===== config.mk =====
export PLATFORM = sky130hd
export DESIGN_NAME = pipe_fetch_stage
export DESIGN_NICKNAME = d
export VERILOG_FILES = /design/src/rtl/pipe_fetch_stage_pkg.sv /design/src/rtl/pipe_fetch_stage_btb.sv /design/src/rtl/pipe_fetch_stage.sv
export SDC_FILE = /design/constraint.sdc
export NUM_CORES = 2
export LEC_CHECK = 0
export CAP_MARGIN = 25
export CORE_MARGIN = 10
export CORE_UTILIZATION = 63
export CTS_BUF_LIST = sky130_fd_sc_hd__clkbuf_2
export CTS_CLUSTER_DIAMETER = 200
export DETAILED_ROUTE_END_ITERATION = 10
export PLACE_DENSITY_LB_ADDON = 0.3
export SKIP_LAST_GASP = 1
export SLEW_MARGIN = 20
export SYNTH_ARGS = -nofsm -noshare
export SYNTH_HDL_FRONTEND = slang
export SYNTH_HIERARCHICAL = 1
export SYNTH_SLANG_ARGS = --single-unit

===== constraint.sdc =====
create_clock -name clk -period 7.3 [get_ports clk]
set_input_delay 1.825 -clock clk [delete_from_list [all_inputs] [get_ports clk]]
set_output_delay 1.825 -clock clk [all_outputs]
set_load 0.005 [all_outputs]

===== src/rtl/pipe_fetch_stage_pkg.sv =====
// Shared definitions for the fetch stage and its branch target buffer.
//   - 2-bit predictor counter encodings and their reset value
//   - word-wide NOP constant
//   - ctr_next: saturating update of a 2-bit predictor counter
package pipe_fetch_stage_pkg;

   localparam logic [1:0]  CTR_SNT   = 2'b00;
   localparam logic [1:0]  CTR_WNT   = 2'b01;
   localparam logic [1:0]  CTR_WT    = 2'b10;
   localparam logic [1:0]  CTR_ST    = 2'b11;
   localparam logic [1:0]  CTR_RESET = CTR_WNT;

   localparam logic [31:0] NOP = 32'h0000_0000;

   function automatic logic [1:0] ctr_next(input logic [1:0] ctr, input logic taken);
      logic [1:0] res;
      res = ctr;
      if (taken && ctr != CTR_ST)
         res = ctr + 2'b01;
      else if (!taken && ctr != CTR_SNT)
         res = ctr - 2'b01;
      return res;
   endfunction

endpackage


===== src/rtl/pipe_fetch_stage_btb.sv =====
// branch_target_buffer: direct-mapped BTB with 2-bit predictors.
// Ports:
//   clk, reset_n     clock, synchronous active-low reset
//   lookup_word      fetch PC bits [31:2]
//   upd_valid        a resolved conditional branch trains the table
//   upd_word         resolved branch PC bits [31:2]
//   upd_taken        actual outcome
//   upd_target       actual target
//   hit              lookup entry valid with matching tag
//   pred_taken       hit and counter in a taken state
//   target           stored target of the looked-up entry
// Lookup reads the registered arrays, so a same-cycle update to the same
// index is only visible to the lookup on the following cycle.
module branch_target_buffer
   import pipe_fetch_stage_pkg::*;
#(
   parameter int BTB_ENTRIES = 16,
   parameter int BTB_IDX_W   = 4
) (
   input  logic        clk,
   input  logic        reset_n,
   input  logic [29:0] lookup_word,
   input  logic        upd_valid,
   input  logic [29:0] upd_word,
   input  logic        upd_taken,
   input  logic [31:0] upd_target,
   output logic        hit,
   output logic        pred_taken,
   output logic [31:0] target
);

   localparam int TAG_W = 30 - BTB_IDX_W;

   logic             valid_q  [BTB_ENTRIES];
   logic [TAG_W-1:0] tag_q    [BTB_ENTRIES];
   logic [31:0]      target_q [BTB_ENTRIES];
   logic [1:0]       ctr_q    [BTB_ENTRIES];

   logic [BTB_IDX_W-1:0] lk_idx;
   logic [TAG_W-1:0]     lk_tag;
   logic [BTB_IDX_W-1:0] up_idx;
   logic [TAG_W-1:0]     up_tag;
   logic                 up_hit;

   assign lk_idx = lookup_word[BTB_IDX_W-1:0];
   assign lk_tag = lookup_word[29:BTB_IDX_W];
   assign up_idx = upd_word[BTB_IDX_W-1:0];
   assign up_tag = upd_word[29:BTB_IDX_W];

   assign hit        = valid_q[lk_idx] && (tag_q[lk_idx] == lk_tag);
   assign pred_taken = hit && ctr_q[lk_idx][1];
   assign target     = target_q[lk_idx];

   assign up_hit = valid_q[up_idx] && (tag_q[up_idx] == up_tag);

   always_ff @(posedge clk) begin
      if (!reset_n) begin
         for (int i = 0; i < BTB_ENTRIES; i++) begin
            valid_q[i]  <= 1'b0;
            tag_q[i]    <= '0;
            target_q[i] <= '0;
            ctr_q[i]    <= CTR_RESET;
         end
      end else if (upd_valid) begin
         if (up_hit) begin
            ctr_q[up_idx] <= ctr_next(ctr_q[up_idx], upd_taken);
            if (upd_taken)
               target_q[up_idx] <= upd_target;
         end else if (upd_taken) begin
            // allocation evicts whatever entry occupied this index
            valid_q[up_idx]  <= 1'b1;
            tag_q[up_idx]    <= up_tag;
            target_q[up_idx] <= upd_target;
            ctr_q[up_idx]    <= CTR_WT;
         end
      end
   end

endmodule


===== src/rtl/pipe_fetch_stage.sv =====
// pipe_fetch_stage: IF stage of the five-stage MIPS pipeline.
// Holds the PC, the next-PC priority mux (reset > redirect > stall > normal),
// the IF/ID pipeline register and a branch target buffer for prediction.
// Ports:
//   clk, reset_n           clock, synchronous active-low reset
//   stall                  hold PC and IF/ID
//   imemAddr / imemData    instruction memory (combinational read)
//   redirectValid/PC       squash the fetched instruction and refetch
//   updValid/PC/Taken/Target  BTB training from branch resolution
//   ifid*                  IF/ID register outputs
// No delay slot: a redirect always turns the IF/ID slot into a bubble.
module pipe_fetch_stage
   import pipe_fetch_stage_pkg::*;
#(
   parameter logic [31:0] RESET_PC    = 32'h0000_0000,
   parameter int          BTB_ENTRIES = 16,
   parameter int          BTB_IDX_W   = 4
) (
   input  logic        clk,
   input  logic        reset_n,
   input  logic        stall,
   output logic [31:0] imemAddr,
   input  logic [31:0] imemData,
   input  logic        redirectValid,
   input  logic [31:0] redirectPC,
   input  logic        updValid,
   input  logic [31:0] updPC,
   input  logic        updTaken,
   input  logic [31:0] updTarget,
   output logic        ifidValid,
   output logic [31:0] ifidInstr,
   output logic [31:0] ifidPC,
   output logic [31:0] ifidPCPlus4,
   output logic        ifidPredTaken,
   output logic [31:0] ifidPredTarget
);

   logic [31:0] pc_q;
   logic [31:0] pc_plus4;
   logic [31:0] next_seq;
   logic        btb_hit;
   logic        btb_pred_taken;
   logic [31:0] btb_target;
   logic        unused_bits;

   branch_target_buffer #(
      .BTB_ENTRIES (BTB_ENTRIES),
      .BTB_IDX_W   (BTB_IDX_W)
   ) u_btb (
      .clk         (clk),
      .reset_n     (reset_n),
      .lookup_word (pc_q[31:2]),
      .upd_valid   (updValid),
      .upd_word    (updPC[31:2]),
      .upd_taken   (updTaken),
      .upd_target  (updTarget),
      .hit         (btb_hit),
      .pred_taken  (btb_pred_taken),
      .target      (btb_target)
   );

   // byte-offset bits of the branch PC and the raw hit flag are not needed here
   assign unused_bits = ^{updPC[1:0], btb_hit};

   assign imemAddr = pc_q;
   assign pc_plus4 = pc_q + 32'd4;
   assign next_seq = btb_pred_taken ? btb_target : pc_plus4;

   always_ff @(posedge clk) begin
      if (!reset_n) begin
         pc_q           <= RESET_PC;
         ifidValid      <= 1'b0;
         ifidInstr      <= NOP;
         ifidPC         <= '0;
         ifidPCPlus4    <= '0;
         ifidPredTaken  <= 1'b0;
         ifidPredTarget <= '0;
      end else if (redirectValid) begin
         pc_q      <= redirectPC;
         ifidValid <= 1'b0;
      end else if (!stall) begin
         pc_q           <= next_seq;
         ifidValid      <= 1'b1;
         ifidInstr      <= imemData;
         ifidPC         <= pc_q;
         ifidPCPlus4    <= pc_plus4;
         ifidPredTaken  <= btb_pred_taken;
         ifidPredTarget <= btb_pred_taken ? btb_target : 32'h0;
      end
   end

endmodule


---- Word level (Yosys, flattened, before mapping) ----
Memories as Yosys holds them, arrays and structs flattened. A register that Yosys moved wholly into a read port is not among the register bits.
Index checks and enable logic that the tools add are counted.
cells by class
  add/subtract/negate cells ............... 3
  eq/ne operators ......................... 4
  muxes and demuxes ....................... 45
  bitwise logic cells ..................... 5
  reduce and logical (&&, ||, !) cells .... 13
operators with widths
  operator                                           number
  two-way mux 32 bit                                 6
  equality test 26 bit                               2
  two-way mux 4 bit                                  12
  adder 32 x 3 -> 32 bit (second input constant)     1
  OR reduction 32 bit                                1
  two-way mux 26 bit                                 1
  OR reduction 26 bit                                1
  two-way mux 1 bit                                  19
  two-way mux 2 bit                                  7
  logical AND 1 bit                                  5
  OR reduction 2 bit                                 2
  inverter 1 bit                                     3
  adder 2 x 1 -> 2 bit (second input constant)       1
  != test 2 x 1 -> 1 bit (second input constant)     1
  != test 2 bit (second input constant)              1
  OR 1 bit                                           2
  AND reduction 2 bit                                1
  nonzero test 2 bit                                 1
  subtractor 2 x 1 -> 2 bit (second input constant)  1
  zero test 1 bit                                    1
  OR reduction 1 bit                                 1
word-level totals
  flip-flop bits (word level) ............. 162
  memory bits (writable) .................. 976
  input bits .............................. 134
  output and inout port bits .............. 162
  logic and storage cells ................. 81
  memories kept ........................... 4
memories
  memory          depth  bits a word  read ports  clocked after Yosys merged registers in  wr ports  line                        source
  u_btb.target_q  16     32           1           1                                        16        pipe_fetch_stage_btb.sv:36  logic [31:0] target_q [BTB_ENTRIES];
  u_btb.tag_q     16     26           2           1                                        16        pipe_fetch_stage_btb.sv:35  logic [TAG_W-1:0] tag_q [BTB_ENTRIES];
  u_btb.ctr_q     16     2            2           1                                        16        pipe_fetch_stage_btb.sv:37  logic [1:0] ctr_q [BTB_ENTRIES];
  u_btb.valid_q   16     1            2           1                                        16        pipe_fetch_stage_btb.sv:34  logic valid_q [BTB_ENTRIES];

---- Depth between registers and ports, before layout ----
An unclocked memory read counts as a cell.
  depth in word-level cells ............... 10
  mapped depth ............................ 17
  gate-level depth less buffers ........... 13

---- Hierarchy ----
Netlist, hierarchy kept.
modules (own cells, without submodules)
  module                instances  cells each  area each (um^2)  sequential area each (um^2)
  branch_target_buffer  1          3124        48820.6           29148.0
  pipe_fetch_stage      1          870         6752.7            3203.1

---- Worst setup path after synthesis ----
No wires, ideal clock.
  path kind ............................... input -> register
  start ................................... input port updPC[5]
  end ..................................... memory u_btb/tag_q[1][0] in the netlist's numbering, enable pin
  arrival time ............................ 5.897 ns
  path slack .............................. 0.958 ns
  cell stages on the path ................. 13
  path through ............................ buf_2 buf_2 buf_1 mux4_2 mux2i_1 xnor2_1 nor4_1 a41oi_1 or3_1 nor3_1 buf_2 buf_4 o21ai_0
RTL lines
  element             line                        source
  start: declaration  pipe_fetch_stage.sv:27      input logic [31:0] updPC,
  end: declaration    pipe_fetch_stage_btb.sv:35

---- Worst setup path in the final report ----
  start ................................... register pc_q[2], in the netlist imemAddr[2]
  end ..................................... register pc_q[14], in the netlist imemAddr[14]
on the way
  word-level cells in the longest chain between the ends .. 4
ends and longest elaborated chain
  element                   line                    source
  start: declaration        pipe_fetch_stage.sv:38  logic [31:0] pc_q;
  start signal: assignment  pipe_fetch_stage.sv:79  pc_q <= redirectPC;
  start signal: assignment  pipe_fetch_stage.sv:82  pc_q <= next_seq;
  adder 32 x 3 -> 32 bit    pipe_fetch_stage.sv:66  assign pc_plus4 = pc_q + 32'd4;
  two-way mux 32 bit        pipe_fetch_stage.sv:67  assign next_seq = btb_pred_taken ? btb_target : pc_plus4;
  two-way mux 32 bit        pipe_fetch_stage.sv:81  end else if (!stall) begin
  two-way mux 32 bit        pipe_fetch_stage.sv:78  end else if (redirectValid) begin
Every way passes these cells. The select of a mux whose other input is x is not followed.
A chain may end at the register's enable or synchronous reset.

==> impl_metrics.py <==
metrics = {
    "worst_setup_path": {
        "cp_max_fo": 52,
        "ff2ff_path_depth": 14,
        "end_kind": "register",
        "required_ps": 8570,
        "arrival_ps": 6710,
        "crit_type": "reg -> reg",
        "critPathLaunchType": "register",
    },
    "timing": {
        "layout_min_cycle_time_ps": 5440,
        "setup_ws_ps": 1860,
        "timing.setup.tns_ps": 0,
        "period_share_pct": 74.5,
        "slew_headroom_pct": 29.7,
        "fmax_mhz": 184,
        "tightest_slew_ps": 1050,
        "finalMaxSlewViolations": 0,
        "setup_viol_count_final": 0,
        "hold_viol_final": 0,
        "final.setup_skew_ps": 152,
        "rsz0062_at_grt": "no",
    },
    "die": {
        "fp.dieW_um": 317,
        "rows": 108,
        "fp.dieArea_um2": 100000,
        "die_h_um": 317,
        "core_um2": 87200,
        "ios": 296,
        "start_util_pct": 63.8,
    },
    "drt": {
        "antenna_left": 0,
        "dr.pass1.iters": 9,
        "viasPerCell": 6.87,
        "drc": 0,
        "wl_per_cell_um": 30.4,
        "drt_iter0_drc": 6168,
        "vias": 38830,
        "wl_um": 172000,
    },
    "global_route": {
        "grt.overflow.total": 0,
        "grt_antenna_before_repair": 18,
        "grt_pass1_wl_um": 249000,
        "grt_pass1_vias": 38495,
        "grt_max_degree": 230,
        "gr-usage-all-layers_pct": 33.7,
    },
    "finish": {
        "final_util_pct": 71.2,
        "drive_gt1_share_pct": 22.8,
        "synthToLayoutAreaGrowth_pct": 11.7,
        "fillers": 5624,
        "final_cell_area_um2": 62000,
        "nets": 4434,
        "layout.cells.non_filler": 5649,
    },
    "placed_design": {
        "dp_hpwl_um": 105000,
        "place_ws_ps": 1050,
        "numPortBuffers": 293,
        "placedInstanceArea_um2": 59600,
        "place.gp.congestion": 0.948,
        "place_inst": 5156,
    },
    "power_and_ir_drop": {
        "ir_worst_vdd_uv": 151,
        "p_leak_nw": 22.5,
        "power-per-cell-area_nw_per_um2": 217,
    },
    "min_path": {
        "hold_class": "reg -> reg",
        "min_path_cells": 2,
    },
    "clock_tree": {
        "cts-resized-gates": 0,
        "ctsHtreeMaxLevel": 5,
        "cts_hold_buf": 0,
        "cts-buffers-inserted": 294,
        "cts_tree": "done",
        "clock_latency_ps": 1550,
        "cts_setup_buffers": 0,
        "cts_root_buf": "clkbuf_2",
        "cts_buffer_depth": 4,
        "path_clk_slew_ps": 110,
        "cts_sinks": 1136,
    },
    "synthesis": {
        "syn_inst": 3993,
        "ys.warnings.count": 6,
        "synth_fp_nets": 4130,
        "synth.avg_cell_area_um2": 13.9,
        "syn_area_um2": 55600,
    },
    "status": {
        "status": "finished clean",
    },
    "job": {
        "max-cap-violations": 0,
    },
}
## worst paths after layout
| check | from | end | slack [ps] |
|---|---|---|---|
| worst max-delay path | imemAddr[2] | imemAddr[14] | 1860 |
| worst min-delay path | ifidPredTarget[17] | ifidPredTarget[17] | 450 |
| worst min register to register | ifidPredTarget[17] | ifidPredTarget[17] | 450 |
| worst max register to register | imemAddr[2] | imemAddr[14] | 1860 |
## flip-flops by register name, summed over array words and instances (netlist names)
signal / flops
u_btb/valid_q: 16
ifidPredTarget: 32
u_btb/target_q: 512
ifidInstr: 32
u_btb/tag_q: 416
imemAddr: 32
ifidPredTaken: 1
ifidPCPlus4: 30
ifidValid: 1
ifidPC: 32
u_btb/ctr_q: 32
## placed cells by master, fill, tap and decap left out, types with 7 or more instances in the layout
master             n
inv_1             14
o31a_1             9
nand2b_1           7
nor4_1            12
edfxtp_1         960
nand2_1          262
nor2_1            63
xor2_1            46
clkinv_1          75
a21boi_0           7
o22ai_1            8
buf_4            104
a22oi_1           12
clkbuf_2         399
diode_2           14
nand3_1           59
xnor2_1           34
o21ai_0           52
dfxtp_1          172
and2_1           517
o211ai_1          15
mux2i_1           80
a21oi_1          161
a21o_1            18
clkdlybuf4s50_1  288
a211oi_1          21
o21ai_4           16
nor2_4            17
a21boi_1          10
o211ai_2          10
mux4_2           396
nand2_2           16
nor3_1            98
nand4_1           16
o31ai_1            7
nor2b_1           14
buf_12            22
a31oi_1            8
and3_1           353
## report_power, final
part	switching, W	leakage (nW)	total [W]	internal (W)
registers	0.000202	10.6	0.00755	0.00734
logic	0.000968	10.1	0.00172	0.000752
clock network	0.00254	1.86	0.00417	0.00163
## worst max-delay path: stages, from the launching register on
cell       delay [ps]
dfxtp_4           880
buf_4             410
mux4_2            540
nor2b_1           140
a211oi_1          230
a21oi_1           200
xor2_1            260
nor4_1            310
or4b_2            630
nor3b_2           170
buf_4             450
buf_4             300
nand3b_1          260
o2111ai_1         220
a21oi_1            70
## metal layers
layer	part of all wire, %	global-route usage, %
met5	0.042	0
met4	4.8	15.9
met1	33	42.8
met3	16	11.4
met2	46	52.3
## cell type report
cell class	count	area [um^2]	share of cell area, %
Antenna cell	14	35.0	0.0565
Clock buffer	399	2000	3.22
Clock inverter	80	433	0.698
Inverter	21	81.3	0.131
Multi-Input combinational cell	2427	21500	34.7
Sequential cell	1136	32400	52.2
Tap cell	1155	1450	2.33
Timing Repair Buffer	417	4150	6.68
## stage by stage
step	total power, W	hold slack (ps)
4_1_cts	0.0134	455
2_1_floorplan	0.00863	436
5_1_grt	0.0139	479
3_3_place_gp	0.00930	439
3_5_place_dp	0.00936	442
6_report	0.0134	452
(Power assumes the default switching activity.)
